File: config.mk
export PLATFORM = sky130hd
export DESIGN_NAME = uart_rx_fifo_flat
export DESIGN_NICKNAME = d
export VERILOG_FILES = /design/src/rtl/uart_rx_fifo_if.sv /design/src/rtl/uart_rx_fifo.sv /design/src/flat_wrapper.sv
export SDC_FILE = /design/constraint.sdc
export NUM_CORES = 1
export LEC_CHECK = 0
export BUFFER_PORTS_ARGS = -buffer_cell sky130_fd_sc_hd__buf_4
export CORE_ASPECT_RATIO = 0.75
export CORE_MARGIN = 2
export CORE_UTILIZATION = 29
export CTS_CLUSTER_SIZE = 14
export DETAILED_ROUTE_END_ITERATION = 8
export HOLD_SLACK_MARGIN = 0.02
export REMOVE_ABC_BUFFERS = 1
export SYNTH_ARGS = -nofsm -noshare
export SYNTH_HDL_FRONTEND = slang
export SYNTH_SLANG_ARGS = --single-unit
File: constraint.sdc
create_clock -name clk -period 4 [get_ports clk]
set_clock_uncertainty 0.15 [all_clocks]
set_input_delay 0.4 -clock clk [delete_from_list [all_inputs] [get_ports clk]]
set_output_delay 0.4 -clock clk [all_outputs]
set_load 0.005 [all_outputs]
File: src/rtl/uart_rx_fifo_if.sv
// uart_rx_fifo_if
//   Valid/ready byte stream from the UART receive FIFO to its consumer.
//   rx_data  : head-of-FIFO byte, meaningful only while rx_valid=1
//   rx_valid : FIFO holds at least one byte
//   rx_ready : consumer takes rx_data when rx_valid && rx_ready
//   master   : the receiver (drives data/valid)
//   slave    : the consumer (drives ready)
interface uart_rx_fifo_if;
    logic [7:0] rx_data;
    logic       rx_valid;
    logic       rx_ready;

    modport master (
        output rx_data,
        output rx_valid,
        input  rx_ready
    );

    modport slave (
        input  rx_data,
        input  rx_valid,
        output rx_ready
    );
endinterface

File: src/rtl/uart_rx_fifo.sv
// uart_rx_fifo
//   8N1 UART receiver (LSB first) feeding a first-word-fall-through FIFO of
//   2**DEPTH_FIFO bytes, with sticky overrun / framing-error flags.
// Ports:
//   clk       : system clock, rising edge
//   reset     : asynchronous, active-high reset
//   uart_rxd  : serial input, idle high, asynchronous to clk
//   rx_if     : byte stream out (rx_data / rx_valid / rx_ready)
//   overrun   : sticky, a completed byte was dropped because the FIFO was full
//   frame_err : sticky, a stop bit was sampled low
//   clear_err : synchronous clear of both flags (a same-cycle set wins)
module uart_rx_fifo #(
    parameter int unsigned CLK_HZ     = 100800000,
    parameter int unsigned SCLK_HZ    = 115200,
    parameter int unsigned DEPTH_FIFO = 3
) (
    input  logic                  clk,
    input  logic                  reset,
    input  logic                  uart_rxd,
    uart_rx_fifo_if.master        rx_if,
    output logic                  overrun,
    output logic                  frame_err,
    input  logic                  clear_err
);

    localparam int unsigned DIV     = CLK_HZ / SCLK_HZ;
    localparam int unsigned HALF    = DIV / 2;
    localparam int unsigned CNT_W   = $clog2(DIV + 1);
    localparam int unsigned ENTRIES = 1 << DEPTH_FIFO;

    localparam logic [CNT_W-1:0]    DIV_M1   = CNT_W'(DIV - 1);
    localparam logic [CNT_W-1:0]    HALF_M1  = CNT_W'(HALF - 1);
    localparam logic [DEPTH_FIFO:0] CNT_FULL = (DEPTH_FIFO + 1)'(ENTRIES);

    typedef enum logic [1:0] {
        S_IDLE,
        S_START,
        S_DATA,
        S_STOP
    } state_t;

    // ------------------------------------------------------------------
    // Input synchroniser; rxs_prev holds the previous synchronised sample
    // so a start bit is recognised only on a genuine high-to-low edge.
    // ------------------------------------------------------------------
    logic rx_meta;
    logic rxs;
    logic rxs_prev;

    always_ff @(posedge clk or posedge reset) begin
        if (reset) begin
            rx_meta  <= 1'b1;
            rxs      <= 1'b1;
            rxs_prev <= 1'b1;
        end else begin
            rx_meta  <= uart_rxd;
            rxs      <= rx_meta;
            rxs_prev <= rxs;
        end
    end

    // ------------------------------------------------------------------
    // Receive FSM
    // ------------------------------------------------------------------
    state_t           state;
    state_t           state_next;
    logic [CNT_W-1:0] cnt;
    logic [CNT_W-1:0] cnt_next;
    logic [2:0]       bit_idx;
    logic [2:0]       bit_idx_next;
    logic [7:0]       shreg;
    logic [7:0]       shreg_next;
    logic             push;
    logic             frame_set;

    always_ff @(posedge clk or posedge reset) begin
        if (reset) begin
            state   <= S_IDLE;
            cnt     <= '0;
            bit_idx <= '0;
            shreg   <= '0;
        end else begin
            state   <= state_next;
            cnt     <= cnt_next;
            bit_idx <= bit_idx_next;
            shreg   <= shreg_next;
        end
    end

    always_comb begin
        state_next   = state;
        cnt_next     = cnt;
        bit_idx_next = bit_idx;
        shreg_next   = shreg;
        push         = 1'b0;
        frame_set    = 1'b0;

        case (state)
            S_IDLE: begin
                if (rxs_prev && !rxs) begin
                    state_next = S_START;
                    cnt_next   = HALF_M1;
                end
            end

            // Re-check the line half a bit in; a high level is a glitch.
            S_START: begin
                if (cnt == '0) begin
                    if (!rxs) begin
                        state_next   = S_DATA;
                        cnt_next     = DIV_M1;
                        bit_idx_next = '0;
                    end else begin
                        state_next = S_IDLE;
                    end
                end else begin
                    cnt_next = cnt - 1'b1;
                end
            end

            S_DATA: begin
                if (cnt == '0) begin
                    shreg_next[bit_idx] = rxs;
                    cnt_next            = DIV_M1;
                    if (bit_idx == 3'd7) begin
                        state_next = S_STOP;
                    end else begin
                        bit_idx_next = bit_idx + 1'b1;
                    end
                end else begin
                    cnt_next = cnt - 1'b1;
                end
            end

            S_STOP: begin
                if (cnt == '0) begin
                    if (rxs) begin
                        push = 1'b1;
                    end else begin
                        frame_set = 1'b1;
                    end
                    state_next = S_IDLE;
                end else begin
                    cnt_next = cnt - 1'b1;
                end
            end

            default: state_next = S_IDLE;
        endcase
    end

    // ------------------------------------------------------------------
    // FWFT FIFO. A push into a full FIFO still succeeds when the head is
    // popped in the same cycle: the write lands in the slot being freed.
    // ------------------------------------------------------------------
    logic [7:0]            mem [ENTRIES];
    logic [DEPTH_FIFO-1:0] wr_ptr;
    logic [DEPTH_FIFO-1:0] rd_ptr;
    logic [DEPTH_FIFO:0]   count;
    logic                  full;
    logic                  pop;
    logic                  push_ok;
    logic                  ovr_set;

    assign full    = (count == CNT_FULL);
    assign pop     = rx_if.rx_valid && rx_if.rx_ready;
    assign push_ok = push && (!full || pop);
    assign ovr_set = push && full && !pop;

    assign rx_if.rx_valid = (count != '0);
    assign rx_if.rx_data  = rx_if.rx_valid ? mem[rd_ptr] : '0;

    always_ff @(posedge clk) begin
        if (push_ok) begin
            mem[wr_ptr] <= shreg;
        end
    end

    always_ff @(posedge clk or posedge reset) begin
        if (reset) begin
            wr_ptr <= '0;
            rd_ptr <= '0;
            count  <= '0;
        end else begin
            if (push_ok) begin
                wr_ptr <= wr_ptr + 1'b1;
            end
            if (pop) begin
                rd_ptr <= rd_ptr + 1'b1;
            end
            case ({push_ok, pop})
                2'b10:   count <= count + 1'b1;
                2'b01:   count <= count - 1'b1;
                default: count <= count;
            endcase
        end
    end

    // ------------------------------------------------------------------
    // Sticky error flags; a set event outranks clear_err.
    // ------------------------------------------------------------------
    always_ff @(posedge clk or posedge reset) begin
        if (reset) begin
            overrun   <= 1'b0;
            frame_err <= 1'b0;
        end else begin
            if (ovr_set) begin
                overrun <= 1'b1;
            end else if (clear_err) begin
                overrun <= 1'b0;
            end

            if (frame_set) begin
                frame_err <= 1'b1;
            end else if (clear_err) begin
                frame_err <= 1'b0;
            end
        end
    end

endmodule
File: src/flat_wrapper.sv
// flat-port wrapper written by rule: the top's interface ports become plain ports
module uart_rx_fifo_flat 
#(
    parameter int unsigned CLK_HZ     = 100800000,
    parameter int unsigned SCLK_HZ    = 115200,
    parameter int unsigned DEPTH_FIFO = 3
)
  (clk, reset, uart_rxd, overrun, frame_err, clear_err, rx_if_rx_data, rx_if_rx_valid, rx_if_rx_ready);
  uart_rx_fifo_if rx_if_i ();
  input  logic clk;
  input  logic reset;
  input  logic uart_rxd;
  output logic overrun;
  output logic frame_err;
  input  logic clear_err;
  output wire logic [$bits(rx_if_i.rx_data)-1:0] rx_if_rx_data;
  output wire logic [$bits(rx_if_i.rx_valid)-1:0] rx_if_rx_valid;
  input wire logic [$bits(rx_if_i.rx_ready)-1:0] rx_if_rx_ready;
  assign rx_if_rx_data = rx_if_i.rx_data;
  assign rx_if_rx_valid = rx_if_i.rx_valid;
  assign rx_if_i.rx_ready = rx_if_rx_ready;
  uart_rx_fifo #(.CLK_HZ(CLK_HZ), .SCLK_HZ(SCLK_HZ), .DEPTH_FIFO(DEPTH_FIFO)) u_core (.clk(clk), .reset(reset), .uart_rxd(uart_rxd), .rx_if(rx_if_i), .overrun(overrun), .frame_err(frame_err), .clear_err(clear_err));
endmodule
==> impl_metrics.sql, run 1 <==
INSERT INTO impl_metrics (metric_group, metric, value, unit) VALUES
('route', 'detail_route.drc_violations', '0', ''),
('placed_design', 'buffers_added_on_ports', '15', ''),
('final_layout', 'share_of_final_layout_standard_cells_stronger_than_drive_strength_1', '20.8', '%'),
('route', 'routed_wl', '9880', 'um'),
('placed_design', 'worst_slack_after_detailed_placement', '0.793', 'ns'),
('final_layout', 'areaGrowthSynthToFinish', '14.9', '%'),
('synthesis', 'synth_warnings', '0', ''),
('critical_path', 'worstPathMaxFanout', '9', ''),
('timing', 'final-max-slew-violation-count', '0', ''),
('critical_path', 'required_arrival_time_at_the_worst_endpoint', '3.82', 'ns'),
('cts', 'clkLatencyLatePin', '0.34', 'ns'),
('cts', 'ctsRootBufferMaster', 'sky130_fd_sc_hd__clkbuf_16', ''),
('floorplanning', 'area_of_the_core', '16000', 'sq um'),
('power', 'max-vdd-ir-drop', '229', 'uV'),
('floorplanning', 'design.die.area', '17400', 'sq um'),
('power', 'cellLeakagePower', '2.05', 'nW'),
('global_routing', 'remaining_global_route_overflow', '0', ''),
('run', 'maxCapViolCount', '0', ''),
('timing', 'worst_pin_slew', '0.869', 'ns'),
('cts', 'cts.htree.levels', '3', ''),
('synthesis', 'synth-seq-cells', '102', ''),
('cts', 'post-cts-setup-buffers', '0', ''),
('synthesis', 'synth_area_leader_cell', 'sky130_fd_sc_hd__edfxtp_1', ''),
('cts', 'num_cts_buffers', '9', ''),
('timing', 'finalCritPeriodShare', '81.0', '%'),
('synthesis', 'top_cells_by_area_in_the_synthesized_netlist', 'sky130_fd_sc_hd__edfxtp_1, sky130_fd_sc_hd__dfrtp_1, sky130_fd_sc_hd__mux4_2', ''),
('timing', 'final_hold_viol_count', '0', ''),
('floorplanning', 'die_width', '152', 'um'),
('final_layout', 'final_cell_area', '5450', 'sq um'),
('global_routing', 'number_of_antenna_violations_at_the_first_check_in_global_routing', '0', ''),
('placed_design', 'place_inst', '558', ''),
('floorplanning', 'total_number_of_placement_rows', '40', ''),
('final_layout', 'number_of_antenna_diodes', '0', ''),
('global_routing', 'grt_util_all_layers', '12.1', '%'),
('route', 'vias_per_cell', '5.11', ''),
('floorplanning', 'dieHeight', '115', 'um'),
('cts', 'cts_buffer_depth', '2', ''),
('cts', 'clkSlewWorstSetupHoldPaths', '0.07', 'ns'),
('timing', 'timing.slew.headroom', '42.1', '%'),
('cts', 'tritoncts_num_sinks', '102', ''),
('critical_path', 'cp-end-kind', 'register', ''),
('synthesis', 'async_reset_ff_share', '37.3', '%'),
('final_layout', 'fill_cells', '1560', ''),
('critical_path', 'crit_path_start_kind', 'register', ''),
('route', 'antenna_violating_nets_post_route', '0', ''),
('critical_path', 'critPathKind', 'register to register', ''),
('global_routing', 'first_global_vias', '2884', ''),
('route', 'detailedRoute.firstIterationViolations', '305', ''),
('timing', 'setup_slack', '0.760', 'ns'),
('final_layout', 'nNetsFinal', '376', ''),
('critical_path', 'timing.critical_path.arrival', '3.06', 'ns'),
('placed_design', 'hpwl_after_dpl', '6740', 'um'),
('synthesis', 'ys.flop_type', 'sky130_fd_sc_hd__edfxtp_1', ''),
('power', 'power.total', '3.47', 'mW'),
('timing', 'fin_crit', '3.24', 'ns'),
('cts', 'cts-resized-gates', '0', ''),
('route', 'vias', '2937', ''),
('synthesis', 'synthesis.area_per_instance', '13.8', 'sq um'),
('synthesis', 'synth_top_cell_area_share', '40.5', '%'),
('synthesis', 'number_of_enable_type_register_cells_in_the_synthesized_netlist', '64', ''),
('global_routing', 'global_route_wire_length_before_repair', '15800', 'um'),
('timing', 'rsz_0062_raised_after_global_routing', 'no', ''),
('floorplanning', 'pin_count', '16', ''),
('route', 'routedWlPerCell', '17.2', 'um'),
('cts', 'cts_tree', 'done', ''),
('synthesis', 'library_cells_used_by_synthesis', '57', ''),
('outcome', 'run_status', 'finished clean', ''),
('final_layout', 'fin_cells', '575', ''),
('power', 'p_per_area', '636', 'nW/um^2'),
('route', 'drt_pre_antenna_iters', '6', ''),
('timing', 'finalSetupViolations', '0', ''),
('placed_design', 'globalplace.congestion', '0.865', ''),
('synthesis', 'synth_sequential_area_ratio', '60.6', '%'),
('placed_design', 'post_dp_cell_area', '5100', 'sq um'),
('synthesis', 'synthesized_netlist_cell_count', '343', ''),
('timing', 'clock.fmax', '309', 'MHz'),
('floorplanning', 'initial_utilization', '29.6', '%'),
('timing', 'setup_total_negative_slack', '0', 'ns'),
('global_routing', 'largest_net_degree_at_the_start_of_global_routing', '39', ''),
('min_path', 'min_path_type', 'input pin to async pin', ''),
('synthesis', 'synth.cell_area', '4740', 'sq um');
==> metrics by stage <==
| step | hold slack, ns | utilization [%] |
|---|---|---|
| detailed placement | 0.199 | 31.8 |
| CTS | 0.0467 | 34.0 |
| floorplan | 0.195 | - |
| global placement | 0.197 | 31.8 |
| global route | 0.0866 | 34.0 |
| finish | 0.0248 | 34.0 |
==> final cells by class <==
cell class                 instances  area [sq um]  area share (%)
sequential                       102          2880            52.8
clock inverter                     6           118            2.16
inverter                          16          60.1            1.10
tap                              210           263            4.82
clock buffer                      10           229            4.20
timing repair buffer              23           175            3.21
multi-input combinational        208          1730            31.8
==> final timing paths <==
| kind | from | end | slack, ns | cells after the start |
|---|---|---|---|---|
| worst max register to register | u_core.cnt[0] | u_core.mem[5][0] | 0.76 | 6 |
| min in group clk | clear_err | u_core.frame_err | 0.10 | 2 |
| worst max-delay path | u_core.cnt[0] | u_core.mem[5][0] | 0.76 | 6 |
| worst min-delay path | reset | u_core.count[3] | 0.02 | 3 |
| max in group asynchronous | reset | u_core.rxs | 3.29 | 3 |
| worst min register to register | u_core.rx_meta | u_core.rxs | 0.21 | 0 |
==> placed cells by master (no fill, tap or decap), types with 3 or more instances in the layout <==
cell	instances
sky130_fd_sc_hd__a211oi_1	4
sky130_fd_sc_hd__a21o_1	4
sky130_fd_sc_hd__a21oi_1	5
sky130_fd_sc_hd__a22o_1	5
sky130_fd_sc_hd__a31oi_1	3
sky130_fd_sc_hd__buf_4	22
sky130_fd_sc_hd__bufinv_16	3
sky130_fd_sc_hd__clkbuf_16	9
sky130_fd_sc_hd__dfrtp_1	35
sky130_fd_sc_hd__dfstp_2	3
sky130_fd_sc_hd__edfxtp_1	64
sky130_fd_sc_hd__ha_1	11
sky130_fd_sc_hd__inv_1	16
sky130_fd_sc_hd__mux2_2	10
sky130_fd_sc_hd__mux2i_1	13
sky130_fd_sc_hd__mux4_2	16
sky130_fd_sc_hd__nand2_1	14
sky130_fd_sc_hd__nand3_1	8
sky130_fd_sc_hd__nand3b_1	4
sky130_fd_sc_hd__nand4_1	3
sky130_fd_sc_hd__nor2_1	26
sky130_fd_sc_hd__nor2b_1	3
sky130_fd_sc_hd__nor3_1	10
sky130_fd_sc_hd__nor4_1	8
sky130_fd_sc_hd__nor4_2	3
sky130_fd_sc_hd__o21ai_0	10
sky130_fd_sc_hd__o41ai_1	3
sky130_fd_sc_hd__or4_1	4
sky130_fd_sc_hd__xnor2_1	4
sky130_fd_sc_hd__xor2_1	3
==> report_power, final <==
| part | total [mW] | internal, mW | leakage (nW) | switching [mW] |
|---|---|---|---|---|
| Combinational | 1.05 | 0.524 | 0.758 | 0.524 |
| Sequential | 1.43 | 1.20 | 1.12 | 0.232 |
| Clock | 0.993 | 0.618 | 0.165 | 0.375 |
==> metal layers <==
layer | vias to the layer above | routed length (um) | global-route usage (%)
met1 | 1474 | 4860 | 18.1
met5 | - | 0 | 0
met2 | 90 | 4350 | 17.6
li1 | 1365 | - | -
met4 | 0 | 76 | 3.46
met3 | 8 | 592 | 2.78
==> flip-flops by register name (all words and copies together) (netlist names), named ones only <==
| name | count |
|---|---|
| u_core.bit_idx | 3 |
| u_core.cnt | 10 |
| u_core.count | 4 |
| u_core.frame_err | 1 |
| u_core.mem | 64 |
| u_core.overrun | 1 |
| u_core.rd_ptr | 3 |
| u_core.rx_meta | 1 |
| u_core.rxs | 1 |
| u_core.rxs_prev | 1 |
| u_core.shreg | 8 |
| u_core.state | 1 |
| u_core.wr_ptr | 3 |
==> synth_stat cells, types with 5 or more instances <==
library cell / number
sky130_fd_sc_hd__a21oi_1: 5
sky130_fd_sc_hd__a22o_1: 5
sky130_fd_sc_hd__clkbuf_1: 10
sky130_fd_sc_hd__dfrtp_1: 35
sky130_fd_sc_hd__edfxtp_1: 64
sky130_fd_sc_hd__ha_1: 11
sky130_fd_sc_hd__inv_1: 16
sky130_fd_sc_hd__mux2_2: 10
sky130_fd_sc_hd__mux2i_1: 13
sky130_fd_sc_hd__mux4_2: 16
sky130_fd_sc_hd__nand2_1: 14
sky130_fd_sc_hd__nand3_1: 8
sky130_fd_sc_hd__nor2_1: 26
sky130_fd_sc_hd__nor3_1: 10
sky130_fd_sc_hd__nor4_1: 8
sky130_fd_sc_hd__o21ai_0: 10
==> critical path, cell delays in order, from the launching register on <==
cell                      delay (ns)
sky130_fd_sc_hd__dfrtp_1        0.43
sky130_fd_sc_hd__inv_1          0.10
sky130_fd_sc_hd__ha_1           0.19
sky130_fd_sc_hd__or3b_2         0.57
sky130_fd_sc_hd__nor4_4         0.48
sky130_fd_sc_hd__nand3_1        0.25
sky130_fd_sc_hd__nor2_1         0.69
==> cell families after synthesis <==
logic type | share of synthesized area [%]
AOI/OAI and AO/OA | 8.18
adders and majority gates | 2.90
buffers and inverters | 2.87
muxes | 12.7
DFF | 60.6
xor gates and xnor gates | 1.29
and+or+nand+nor | 11.4
==> what timing repair did <==
action,in CTS,in global routing
hold buffers,1,0
hold endpoints to repair,1,0
setup endpoints to repair,0,0
(Power assumes the default switching activity.)
==> run 2: changes to the inputs <==
--- a/config.mk
+++ b/config.mk
@@ -5,6 +5,7 @@
 export SDC_FILE = /design/constraint.sdc
 export NUM_CORES = 1
 export LEC_CHECK = 0
+export ABC_AREA = 1
 export BUFFER_PORTS_ARGS = -buffer_cell sky130_fd_sc_hd__buf_4
 export CORE_ASPECT_RATIO = 0.75
 export CORE_MARGIN = 2
==> constraint.sdc (replaced) <==
create_clock -name clk -period 3.1 [get_ports clk]
set_clock_uncertainty 0.15 [all_clocks]
set_input_delay 0.31 -clock clk [delete_from_list [all_inputs] [get_ports clk]]
set_output_delay 0.31 -clock clk [all_outputs]
set_load 0.005 [all_outputs]
==> impl_metrics.sql, run 2 <==
INSERT INTO impl_metrics (metric_group, metric, value, unit) VALUES
('outcome', 'run_status', 'finished clean', ''),
('floorplanning', 'area_of_the_core', '15900', 'sq um'),
('synthesis', 'library_cells_used_by_synthesis', '33', ''),
('placed_design', 'globalplace.congestion', '0.849', ''),
('timing', 'timing.slew.headroom', '34.8', '%'),
('min_path', 'hp-start', 'rx_if_rx_ready', ''),
('power', 'max-vdd-ir-drop', '390', 'uV'),
('synthesis', 'synth_warnings', '0', ''),
('critical_path', 'critPathKind', 'register to primary output', ''),
('critical_path', 'required_arrival_time_at_the_worst_endpoint', '2.64', 'ns'),
('critical_path', 'worst_path_dominant_cell_family', 'flip-flops', ''),
('synthesis', 'synthesized_netlist_cell_count', '453', ''),
('placed_design', 'buffers_added_on_ports', '15', ''),
('final_layout', 'max_flop_register', 'u_core.mem', ''),
('floorplanning', 'die_width', '151', 'um'),
('final_layout', 'nNetsFinal', '498', ''),
('route', 'drt_pre_antenna_iters', '5', ''),
('critical_path', 'cpPeakStageDelay', '0.99', 'ns'),
('cts', 'clkLatencyLatePin', '0.35', 'ns'),
('final_layout', 'area_occupied_by_multi_input_gates', '1590', 'sq um'),
('timing', 'fin_crit', '2.61', 'ns'),
('route', 'detailedRoute.firstIterationViolations', '206', ''),
('cts', 'cts.htree.levels', '3', ''),
('critical_path', 'timing.critical_path.from', 'u_core.rd_ptr[1]', ''),
('timing', 'final-max-slew-violation-count', '0', ''),
('final_layout', 'area.sequential', '2880', 'sq um'),
('cts', 'ctsRootBufferMaster', 'sky130_fd_sc_hd__clkbuf_16', ''),
('global_routing', 'global_route_wire_length_before_repair', '16100', 'um'),
('placed_design', 'hpwl_after_dpl', '6970', 'um'),
('critical_path', 'timing.critical_path.cells', 'o21ai_0 > o32ai_1 > o21ai_0 > nor2_1 > buf_4', ''),
('floorplanning', 'initial_utilization', '29.4', '%'),
('synthesis', 'number_of_enable_type_register_cells_in_the_synthesized_netlist', '64', ''),
('route', 'detail_route.drc_violations', '0', ''),
('synthesis', 'ys.flop_type', 'sky130_fd_sc_hd__edfxtp_1', ''),
('power', 'cellLeakagePower', '2.24', 'nW'),
('global_routing', 'remaining_global_route_overflow', '0', ''),
('route', 'routed_wl', '9660', 'um'),
('global_routing', 'grt_util_all_layers', '12.0', '%'),
('final_layout', 'number_of_antenna_diodes', '0', ''),
('placed_design', 'post_dp_cell_area', '5100', 'sq um'),
('critical_path', 'cpMaxStageDelayCell', 'sky130_fd_sc_hd__dfrtp_1', ''),
('critical_path', 'critPathMostFrequentCell', 'sky130_fd_sc_hd__o21ai_0', ''),
('floorplanning', 'dieHeight', '114', 'um'),
('synthesis', 'synth_sequential_area_ratio', '61.4', '%'),
('timing', 'final_hold_viol_count', '0', ''),
('synthesis', 'synth_top_cell_area_share', '41.0', '%'),
('synthesis', 'top_cells_by_area_in_the_synthesized_netlist', 'sky130_fd_sc_hd__edfxtp_1, sky130_fd_sc_hd__dfrtp_1, sky130_fd_sc_hd__nor2_1', ''),
('route', 'antenna_violating_nets_post_route', '0', ''),
('synthesis', 'synth_area_leader_cell', 'sky130_fd_sc_hd__edfxtp_1', ''),
('route', 'vias', '3239', ''),
('critical_path', 'crit_path_start_kind', 'register', ''),
('cts', 'clkSlewWorstSetupHoldPaths', '0.07', 'ns'),
('critical_path', 'timing.critical_path.arrival', '2.15', 'ns'),
('timing', 'rsz_0062_raised_after_global_routing', 'no', ''),
('power', 'p_per_area', '827', 'nW/um^2'),
('run', 'maxCapViolCount', '0', ''),
('final_layout', 'final_cell_area', '5420', 'sq um'),
('route', 'routedWlPerCell', '13.9', 'um'),
('timing', 'clock.fmax', '383', 'MHz'),
('timing', 'worst_pin_slew', '0.978', 'ns'),
('critical_path', 'cp_num_buf_inv', '1', ''),
('min_path', 'min_path_type', 'input pin to register', ''),
('final_layout', 'largest_reg_flops', '64', ''),
('synthesis', 'synth_commonest_cells', 'sky130_fd_sc_hd__nor2_1, sky130_fd_sc_hd__nand2_1, sky130_fd_sc_hd__edfxtp_1', ''),
('cts', 'num_cts_buffers', '9', ''),
('timing', 'finalSetupViolations', '0', ''),
('global_routing', 'first_global_vias', '3168', ''),
('synthesis', 'synth.cell_area', '4690', 'sq um'),
('cts', 'post-cts-setup-buffers', '0', ''),
('final_layout', 'fill_cells', '1603', ''),
('synthesis', 'async_reset_ff_share', '37.3', '%'),
('global_routing', 'number_of_antenna_violations_at_the_first_check_in_global_routing', '0', ''),
('timing', 'finalCritPeriodShare', '84.3', '%'),
('synthesis', 'synth-seq-cells', '102', ''),
('final_layout', 'final_util', '34.0', '%'),
('floorplanning', 'design.die.area', '17200', 'sq um'),
('final_layout', 'share_of_final_layout_standard_cells_stronger_than_drive_strength_1', '14.4', '%'),
('final_layout', 'areaGrowthSynthToFinish', '15.6', '%'),
('final_layout', 'commonest_non_fill_non_tap_cells_in_the_layout', 'sky130_fd_sc_hd__nor2_1, sky130_fd_sc_hd__nand2_1, sky130_fd_sc_hd__edfxtp_1', ''),
('global_routing', 'largest_net_degree_at_the_start_of_global_routing', '39', ''),
('cts', 'tritoncts_num_sinks', '102', ''),
('cts', 'cts_tree', 'done', ''),
('critical_path', 'cp-end-kind', 'primary output', ''),
('synthesis', 'synthesis.area_per_instance', '10.3', 'sq um'),
('synthesis', 'yosys.cell_count.top_type', 'sky130_fd_sc_hd__nor2_1', ''),
('final_layout', 'largest_registers', 'u_core.mem (64), u_core.cnt (10), u_core.shreg (8)', ''),
('floorplanning', 'total_number_of_placement_rows', '40', ''),
('floorplanning', 'pin_count', '16', ''),
('timing', 'setup_total_negative_slack', '0', 'ns'),
('critical_path', 'worstReg2RegStart', 'u_core.cnt[0]', ''),
('route', 'vias_per_cell', '4.65', ''),
('critical_path', 'worstPathMaxFanout', '34', ''),
('final_layout', 'final_common_cell', 'sky130_fd_sc_hd__nor2_1', ''),
('cts', 'cts_buffer_depth', '2', '');
-- run 2: cell count changes in the layout (fill, tap and decap cells not counted), moves of 8 or more --
cell                      previous run  this run
sky130_fd_sc_hd__o32ai_1             1        17
sky130_fd_sc_hd__nor4_1              8         0
sky130_fd_sc_hd__nand3_1             8        17
sky130_fd_sc_hd__nand2_1            14        67
sky130_fd_sc_hd__mux2i_1            13         5
sky130_fd_sc_hd__mux4_2             16         0
sky130_fd_sc_hd__nor2_1             26        84
sky130_fd_sc_hd__inv_1              16        42
sky130_fd_sc_hd__mux2_2             10         1
sky130_fd_sc_hd__o21ai_0            10        43
-- run 2: cell families after synthesis --
group	Yosys count	synth area share, %
buf+inv	59	4.75
mux	6	1.31
xor+xnor	8	1.49
compound gates	70	9.21
fa+ha+maj	11	2.94
simple gates	197	18.9
flops	102	61.4
-- run 2: stage by stage --
stage | hold slack, ns | power, mW | setup WS (ns) | std cells
6_report | 0.169 | 4.48 | 0.487 | 697
5_1_grt | 0.189 | 4.83 | 0.275 | 697
4_1_cts | 0.160 | 4.51 | 0.503 | 697
3_5_place_dp | 0.203 | 3.42 | 0.819 | 678
3_3_place_gp | 0.198 | 3.38 | 0.882 | 678
2_1_floorplan | 0.164 | 2.88 | 0.684 | 442
-- run 2: worst min-delay path, stage by stage --
cell,delay [ns]
sky130_fd_sc_hd__buf_4,0.12
sky130_fd_sc_hd__nand2_2,0.13
sky130_fd_sc_hd__xor2_1,0.08
-- run 2: routing by layer --
layer | wire length [um] | GRT usage (%) | vias up | share of wire, %
li1 | - | - | 1597 | -
met1 | 4820 | 17.4 | 1569 | 50
met2 | 4350 | 18.3 | 69 | 45
met3 | 460 | 3.03 | 4 | 4.8
met4 | 34 | 2.68 | 0 | 0.35
met5 | 0 | 0 | - | 0
-- run 2: layout make-up --
type,count,area share (%)
inverter,48,3.32
sequential,102,53.1
clock inverter,7,1.13
timing repair buffer,29,4.16
clock buffer,9,4.16
tap,210,4.85
multi-input combinational,292,29.3
-- run 2: path summary, 6_finish.rpt --
path | to | slack [ns] | cells past startpoint
worst min register to register | u_core.rxs | 0.21 | 0
worst min-delay path | u_core.rd_ptr[0] | 0.17 | 3
max in group asynchronous | u_core.rx_meta | 1.95 | 4
worst max register to register | u_core.mem[4][2] | 0.84 | 8
min in group asynchronous | u_core.bit_idx[1] | 0.50 | 4
worst max-delay path | rx_if_rx_data[2] | 0.49 | 5
-- run 2: power by group --
group | internal [mW] | total, mW | switching [mW] | leakage [nW]
Combinational | 0.634 | 1.63 | 0.995 | 1.06
Sequential | 1.58 | 1.77 | 0.190 | 1.04
Clock | 0.563 | 1.08 | 0.522 | 0.141
-- run 2: what timing repair did --
action	CTS	global route
gates resized for setup	0	0
hold endpoints to repair	37	0
hold buffers	3	0
==> run 3: changes to the inputs <==
==> constraint.sdc (replaced) <==
create_clock -name clk -period 2.1 [get_ports clk]
set_clock_uncertainty 0.15 [all_clocks]
set_input_delay 0.21 -clock clk [delete_from_list [all_inputs] [get_ports clk]]
set_output_delay 0.21 -clock clk [all_outputs]
set_load 0.005 [all_outputs]
==> impl_metrics.sql, run 3 (same netlist as run 2, synthesis figures left out) <==
INSERT INTO impl_metrics (metric_group, metric, value, unit) VALUES
('cts', 'clkSlewWorstSetupHoldPaths', '0.07', 'ns'),
('run', 'maxCapViolCount', '0', ''),
('floorplanning', 'area_of_the_core', '15900', 'sq um'),
('cts', 'clkLatencyLatePin', '0.35', 'ns'),
('final_layout', 'largest_registers', 'u_core.mem (64), u_core.cnt (10), u_core.shreg (8)', ''),
('timing', 'final_hold_viol_count', '0', ''),
('route', 'vias', '3391', ''),
('critical_path', 'required_arrival_time_at_the_worst_endpoint', '1.74', 'ns'),
('global_routing', 'remaining_global_route_overflow', '0', ''),
('floorplanning', 'initial_utilization', '29.4', '%'),
('timing', 'final-max-slew-violation-count', '0', ''),
('cts', 'cts_buffer_depth', '2', ''),
('min_path', 'min_path_type', 'input pin to register', ''),
('global_routing', 'gr-usage-met1', '19.2', '%'),
('power', 'seq_power_share', '35.1', '%'),
('floorplanning', 'die_width', '151', 'um'),
('floorplanning', 'pin_count', '16', ''),
('outcome', 'run_status', 'finished clean', ''),
('global_routing', 'grt.busiest_layer', 'met2', ''),
('floorplanning', 'design.die.area', '17200', 'sq um'),
('global_routing', 'first_global_vias', '3248', ''),
('final_layout', 'areaGrowthSynthToFinish', '24.2', '%'),
('timing', 'finalCritPeriodShare', '99.8', '%'),
('route', 'vias_per_cell', '4.69', ''),
('timing', 'setup_slack', '0.00352', 'ns'),
('floorplanning', 'total_number_of_placement_rows', '40', ''),
('timing', 'timing.slew.headroom', '66.9', '%'),
('timing', 'fin_crit', '2.10', 'ns'),
('critical_path', 'cp-end-kind', 'primary output', ''),
('route', 'detailedRoute.firstIterationViolations', '251', ''),
('placed_design', 'hpwl_after_dpl', '7350', 'um'),
('power', 'p_per_area', '1250', 'nW/um^2'),
('global_routing', 'number_of_antenna_violations_at_the_first_check_in_global_routing', '0', ''),
('final_layout', 'final_util', '36.6', '%'),
('power', 'max-vdd-ir-drop', '644', 'uV'),
('timing', 'finalSetupViolations', '0', ''),
('final_layout', 'final_common_cell', 'sky130_fd_sc_hd__nor2_1', ''),
('final_layout', 'nNetsFinal', '524', ''),
('timing', 'setup_total_negative_slack', '0', 'ns'),
('placed_design', 'globalplace.congestion', '0.837', ''),
('critical_path', 'critPathKind', 'register to primary output', ''),
('power', 'power.switching', '2.78', 'mW'),
('route', 'drt_pre_antenna_iters', '4', ''),
('placed_design', 'worst_slack_after_detailed_placement', '0.0661', 'ns'),
('final_layout', 'number_of_antenna_diodes', '0', ''),
('power', 'cellLeakagePower', '2.43', 'nW'),
('global_routing', 'largest_net_degree_at_the_start_of_global_routing', '39', ''),
('global_routing', 'grt_util_all_layers', '13.2', '%'),
('critical_path', 'crit_path_start_kind', 'register', ''),
('critical_path', 'worstPathMaxFanout', '8', ''),
('power', 'pwr-share-clk', '22.1', '%'),
('placed_design', 'buffers_added_on_ports', '15', ''),
('cts', 'num_cts_buffers', '9', ''),
('final_layout', 'commonest_non_fill_non_tap_cells_in_the_layout', 'sky130_fd_sc_hd__nor2_1, sky130_fd_sc_hd__edfxtp_1, sky130_fd_sc_hd__nand2_1', ''),
('critical_path', 'timing.critical_path.arrival', '1.74', 'ns'),
('timing', 'rsz_0062_raised_after_global_routing', 'yes', ''),
('final_layout', 'max_flop_register', 'u_core.mem', ''),
('cts', 'cts_tree', 'done', ''),
('power', 'cell_internal_pwr', '4.52', 'mW'),
('route', 'detail_route.drc_violations', '0', ''),
('route', 'routed_wl', '10900', 'um'),
('final_layout', 'share_of_final_layout_standard_cells_stronger_than_drive_strength_1', '24.0', '%'),
('power', 'share_comb_of_total_power', '42.8', '%'),
('floorplanning', 'dieHeight', '114', 'um'),
('global_routing', 'global_route_wire_length_before_repair', '17400', 'um'),
('cts', 'ctsRootBufferMaster', 'sky130_fd_sc_hd__clkbuf_16', ''),
('route', 'routedWlPerCell', '15.1', 'um'),
('final_layout', 'fill_cells', '1571', ''),
('cts', 'tritoncts_num_sinks', '102', ''),
('timing', 'timing.hold.ws', '0.0452', 'ns'),
('final_layout', 'largest_reg_flops', '64', ''),
('global_routing', 'met2_usage', '19.5', '%'),
('route', 'antenna_violating_nets_post_route', '0', ''),
('global_routing', 'grt_util_met3', '4.50', '%'),
('timing', 'worst_pin_slew', '0.497', 'ns'),
('power', 'power.share.switching', '38.0', '%'),
('cts', 'cts.htree.levels', '3', ''),
('timing', 'clock.fmax', '477', 'MHz');
## run 3: layout make-up
class / count / area [sq um] / share of cell area, %
clock inverters: 7 / 61.3 / 1.05
well taps: 210 / 263 / 4.51
inverters: 48 / 185 / 3.18
multi-input cells: 292 / 1710 / 29.4
flip-flops and latches: 102 / 2880 / 49.4
repair buffers: 55 / 495 / 8.51
clock buffers: 9 / 225 / 3.87
## run 3: repair_timing
action                                 4_1_cts  5_1_grt
setup endpoints to repair                    6       66
pin swaps                                    0       10
endpoints found under the hold margin       38        0
cloned                                       0        2
setup buffers                                0       14
gates resized for setup                     10       32
hold buffers                                 3        0
## run 3: power groups by stage
stage	registers [mW]	logic, mW	clock network [mW]
after detailed placement	2.59	2.61	0
after CTS	2.55	2.72	1.66
final	2.56	3.12	1.62
after global routing	2.59	3.50	1.75
after global placement	2.58	2.58	0
after floorplan	2.62	1.64	0
## run 3: worst paths after layout
check	start	to	slack, ns	cells after the start
worst min-delay path	rx_if_rx_ready	u_core.rd_ptr[0]	0.05	3
worst max register to register	u_core.cnt[5]	u_core.mem[4][5]	0.11	7
max in group asynchronous	reset	u_core.rd_ptr[0]	1.04	4
min in group asynchronous	reset	u_core.cnt[9]	0.38	4
worst max-delay path	u_core.rd_ptr[0]	rx_if_rx_data[1]	0.004	8
worst min register to register	u_core.rx_meta	u_core.rxs	0.21	0
## run 3: worst max-delay path: stages, from the launching register on
cell	delay [ns]
sky130_fd_sc_hd__dfrtp_2	0.42
sky130_fd_sc_hd__clkinv_4	0.11
sky130_fd_sc_hd__buf_8	0.15
sky130_fd_sc_hd__buf_4	0.12
sky130_fd_sc_hd__nor2_1	0.11
sky130_fd_sc_hd__o32ai_2	0.12
sky130_fd_sc_hd__o21ai_0	0.15
sky130_fd_sc_hd__nor2_1	0.07
sky130_fd_sc_hd__buf_4	0.13
## run 3: stage by stage
step	total power, mW	std cells	instance area (sq um)
global route	7.84	723	5820
global placement	5.16	688	5190
floorplan	4.26	442	4640
finish	7.30	723	5820
detailed placement	5.20	688	5190
CTS	6.92	707	5560
## run 3: per-layer routing
| layer | vias to the layer above | routed length, um |
|---|---|---|
| li1 | 1651 | - |
| met1 | 1642 | 5270 |
| met2 | 92 | 4770 |
| met3 | 6 | 819 |
| met5 | - | 0 |
| met4 | 0 | 70 |
